[src/rtl/down_timer_pkg.sv]
// Shared definitions for the down_timer and its companion up-counter.
//   DEFAULT_WIDTH : default counter width in bits
//   state_t       : timer state encoding (IDLE, RUN, DONE)
package down_timer_pkg;

  localparam int unsigned DEFAULT_WIDTH = 4;

  typedef enum logic [1:0] {
    IDLE = 2'd0,
    RUN  = 2'd1,
    DONE = 2'd2
  } state_t;

endpackage

[src/rtl/down_timer.sv]
// Loadable down-counting timer with one-shot / auto-reload modes and a
// one-cycle terminal-count pulse.
//   clk         : rising-edge clock
//   reset_n     : asynchronous active-low reset
//   load        : load load_value and arm (highest priority after reset)
//   load_value  : start value, sampled only while load=1
//   enable      : decrement one per clock while in RUN
//   auto_reload : at terminal count, 1 = reload and continue, 0 = halt in DONE
//   count_out   : current count (registered)
//   busy        : high while in RUN (decoded from state register)
//   done        : high in DONE until the next load (decoded from state register)
//   tc_pulse    : registered one-cycle pulse per terminal count
module down_timer
  import down_timer_pkg::*;
#(
  parameter int unsigned WIDTH = DEFAULT_WIDTH
) (
  input  logic             clk,
  input  logic             reset_n,
  input  logic             load,
  input  logic [WIDTH-1:0] load_value,
  input  logic             enable,
  input  logic             auto_reload,
  output logic [WIDTH-1:0] count_out,
  output logic             busy,
  output logic             done,
  output logic             tc_pulse
);

  state_t           state_q, state_d;
  logic [WIDTH-1:0] count_q, count_d;
  logic [WIDTH-1:0] reload_q, reload_d;
  logic             tc_q, tc_d;

  // State, count, reload and pulse registers
  always_ff @(posedge clk or negedge reset_n) begin
    if (!reset_n) begin
      state_q  <= IDLE;
      count_q  <= '0;
      reload_q <= '0;
      tc_q     <= 1'b0;
    end else begin
      state_q  <= state_d;
      count_q  <= count_d;
      reload_q <= reload_d;
      tc_q     <= tc_d;
    end
  end

  // Next-state and datapath; terminal count is detected at 1 so the
  // count never wraps below zero.
  always_comb begin
    state_d  = state_q;
    count_d  = count_q;
    reload_d = reload_q;
    tc_d     = 1'b0;

    if (load) begin
      count_d  = load_value;
      reload_d = load_value;
      state_d  = (load_value != '0) ? RUN : IDLE;
    end else begin
      case (state_q)
        RUN: begin
          if (enable) begin
            if (count_q == WIDTH'(1)) begin
              tc_d = 1'b1;
              if (auto_reload) begin
                count_d = reload_q;
              end else begin
                count_d = '0;
                state_d = DONE;
              end
            end else begin
              count_d = count_q - WIDTH'(1);
            end
          end
        end
        DONE:    count_d = '0;
        default: ;
      endcase
    end
  end

  // State decode
  always_comb begin
    busy = (state_q == RUN);
    done = (state_q == DONE);
  end

  assign count_out = count_q;
  assign tc_pulse  = tc_q;

endmodule

[config.mk]
export PLATFORM = sky130hd
export DESIGN_NAME = down_timer
export DESIGN_NICKNAME = d
export VERILOG_FILES = /design/src/rtl/down_timer_pkg.sv /design/src/rtl/down_timer.sv
export SDC_FILE = /design/constraint.sdc
export NUM_CORES = 1
export LEC_CHECK = 0
export ABC_AREA = 1
export CORE_AREA = 2 2 39 41
export DETAILED_ROUTE_END_ITERATION = 6
export DIE_AREA = 0 0 41 43
export DONT_BUFFER_PORTS = 1
export PLACE_DENSITY = 0.75
export SETUP_SLACK_MARGIN = 0.3
export SKIP_CTS_REPAIR_TIMING = 1
export SLEW_MARGIN = 30
export SYNTH_ARGS = -nofsm -noshare
export SYNTH_HDL_FRONTEND = slang
export SYNTH_SLANG_ARGS = --single-unit
export TNS_END_PERCENT = 100
[constraint.sdc]
create_clock -name clk -period 1.27 [get_ports clk]
set_input_delay 0.1905 -clock clk [delete_from_list [all_inputs] [get_ports clk]]
set_output_delay 0.1905 -clock clk [all_outputs]
set_load 0.05 [all_outputs]
==> results.json <==
{
  "status": "finished, violations left",
  "violations": "setup timing",
  "p_int_mw": 0.745,
  "rsz0062_at_grt": "yes",
  "slowest_stage": "dfrtp_1",
  "detailroute.via_count": 660,
  "gp_congestion": 0.806,
  "yosys_warnings": 0,
  "drive_gt1_share_pct": 44.2,
  "drc": 0,
  "routed_wl_um": 1510,
  "syn2layout_area_growth_pct": 33.0,
  "comb_power_share_pct": 43.4,
  "crit_required_ns": 1.08,
  "cts_buffers": 3,
  "setup_slack_ns": -0.0253,
  "worstSetupPathType": "reg -> out",
  "antenna_found_initial": 0,
  "cp_data_arrival_time_ns": 1.10,
  "overflow": 0,
  "synth_top_area_cell": "dfrtp_1",
  "grt_max_degree": 12,
  "synthTopCellsByArea": "dfrtp_1 (37%), nand2_1 (19%), nand3_1 (6.1%)",
  "antenna_left": 0,
  "fp-row-count": 14,
  "pin_count": 16,
  "pre_cts_slack_ns": 0.118,
  "leakagePower_nw": 0.500,
  "p_total_mw": 1.29,
  "n_antenna_cell": 0,
  "fin_area_um2": 978,
  "post-route-min-period_ns": 1.30,
  "syn_inst": 98,
  "layoutNonFillerInstCount": 129,
  "initial_utilization_pct": 53.2,
  "grt_pass1_wl_um": 2150,
  "relSlewSlack_pct": 66.2,
  "worstSetupEndpointType": "primary output",
  "postPlaceCellArea_um2": 822,
  "clkPwrFrac_pct": 19.6,
  "design.core.area_um2": 1380,
  "seq_power_share_pct": 37.0,
  "critical_path_buf_inv_count": 2,
  "skew_ns": 0.00303,
  "fp.dieH_um": 43,
  "crit_chain": "inv_2, nand2_4, clkinvlp_4",
  "hp-class": "in -> reg",
  "clk_latency_ns": 0.28,
  "fmax_mhz": 772,
  "dp_cells": 117,
  "final_core_util_pct": 70.7,
  "p_sw_share_pct": 42.3,
  "setup_viol_count_final": 1,
  "cp_slowest_stage_delay_ns": 0.44,
  "port_buffers": 0,
  "die_x_um": 41,
  "synth_top_area_share_pct": 37.4,
  "postSynthAreaPerCell_um2": 7.51,
  "ys_seq_elements": 11,
  "cap_violations": 0,
  "clk_path_buf_depth": 2,
  "power.density_nw_per_um2": 1320,
  "hold_violations": 0,
  "synth_fp_nets": 109,
  "track_usage_pct": 18.5,
  "cp_top_family": "flip-flops",
  "critPathLaunchType": "flop",
  "tritoncts": "yes",
  "cts_root_buffer": "clkbuf_4",
  "timing.final.crit_share_pct": 102,
  "nets": 125,
  "dr.pass1.iters": 4,
  "synth_area_um2": 736,
  "p_switching_mw": 0.546,
  "vdd_ir_drop_max_v": 0.000957,
  "tightest_slew_ns": 0.506,
  "layout_common_cells": "nand2_1 (38), nand3_1 (8), inv_1 (7)",
  "slew_violations": 0,
  "worstPathMaxFanout": 3,
  "path_clk_slew_ns": 0.07,
  "htree_levels": 1,
  "ys_seq_area_share_pct": 37.4,
  "grt_pass1_vias": 528,
  "final_common_cell": "nand2_1",
  "initialDrtViolationCount": 14,
  "cts.sinks": 11,
  "wl_per_cell_um": 11.7,
  "ys_types": 19,
  "hpwl_um": 1120,
  "dieArea_um2": 1760,
  "via_per_inst": 5.12
}
## Yosys cell counts, drive strengths merged
cell type and instances:
o31ai 1, nand2 42, nand3 9, ha 2
nor2 8, a21oi 4, or2 1, nand4 1
dfrtp 11, buf 1, nor3 1, inv 17
## path summary, 6_finish.rpt
check,slack (ns),start,depth (start not counted),to
setup / recovery,-0.03,state_q[1]$_DFFE_PN0P_,3,busy
hold / removal,0.03,load,2,state_q[0]$_DFFE_PN0P_
setup reg to reg,0.01,state_q[1]$_DFFE_PN0P_,7,state_q[0]$_DFFE_PN0P_
hold reg to reg,0.48,reload_q[3]$_DFFE_PN0P_,2,reload_q[3]$_DFFE_PN0P_
max in group asynchronous,0.59,reset_n,1,count_out[2]$_DFFE_PN0P_
min in group asynchronous,0.31,reset_n,1,state_q[1]$_DFFE_PN0P_
## routing by layer
layer  track usage (%)  vias up  wire (um)
met5                 0        -          0
met4              10.0        0         34
met2              27.8       20        754
met3              4.19        2         92
met1              23.3      309        628
li1                  -      329          -
## metrics by stage
stage	setup TNS, ns	hold WS [ns]
floorplan	0	-0.105
global placement	0	-0.105
detailed placement	0	-0.105
CTS	-0.111	-0.409
global route	-0.192	0.0484
finish	-0.0253	0.0328
## cell families after synthesis
family                     Yosys count  share of synthesized area (%)
buffers and inverters               18                           10.2
DFF                                 11                           37.4
and+or+nand+nor                     62                           43.7
AOI/OAI and AO/OA                    5                           5.27
adders and majority gates            2                           3.40
## power by group through the flow
stage / combinational [mW] / sequential [mW] / clock (mW)
finish: 0.560 / 0.478 / 0.253
global route: 0.610 / 0.484 / 0.270
CTS: 0.472 / 0.467 / 0.257
detailed placement: 0.471 / 0.473 / 0
global placement: 0.464 / 0.470 / 0
floorplan: 0.287 / 0.562 / 0
## area by class of cell
type,instances,area (um2)
tap,16,20.0
multi-input combinational,69,448
timing repair buffer,12,125
inverter,17,76.3
sequential,11,283
fill,118,405
clock buffer,4,26.3
## state kept, by name, indices dropped and copies added (netlist names)
register and count:
tc_pulse 1, count_out 4, state_q 2, reload_q 4
Note: power is estimated with default switching activity, not from simulation.
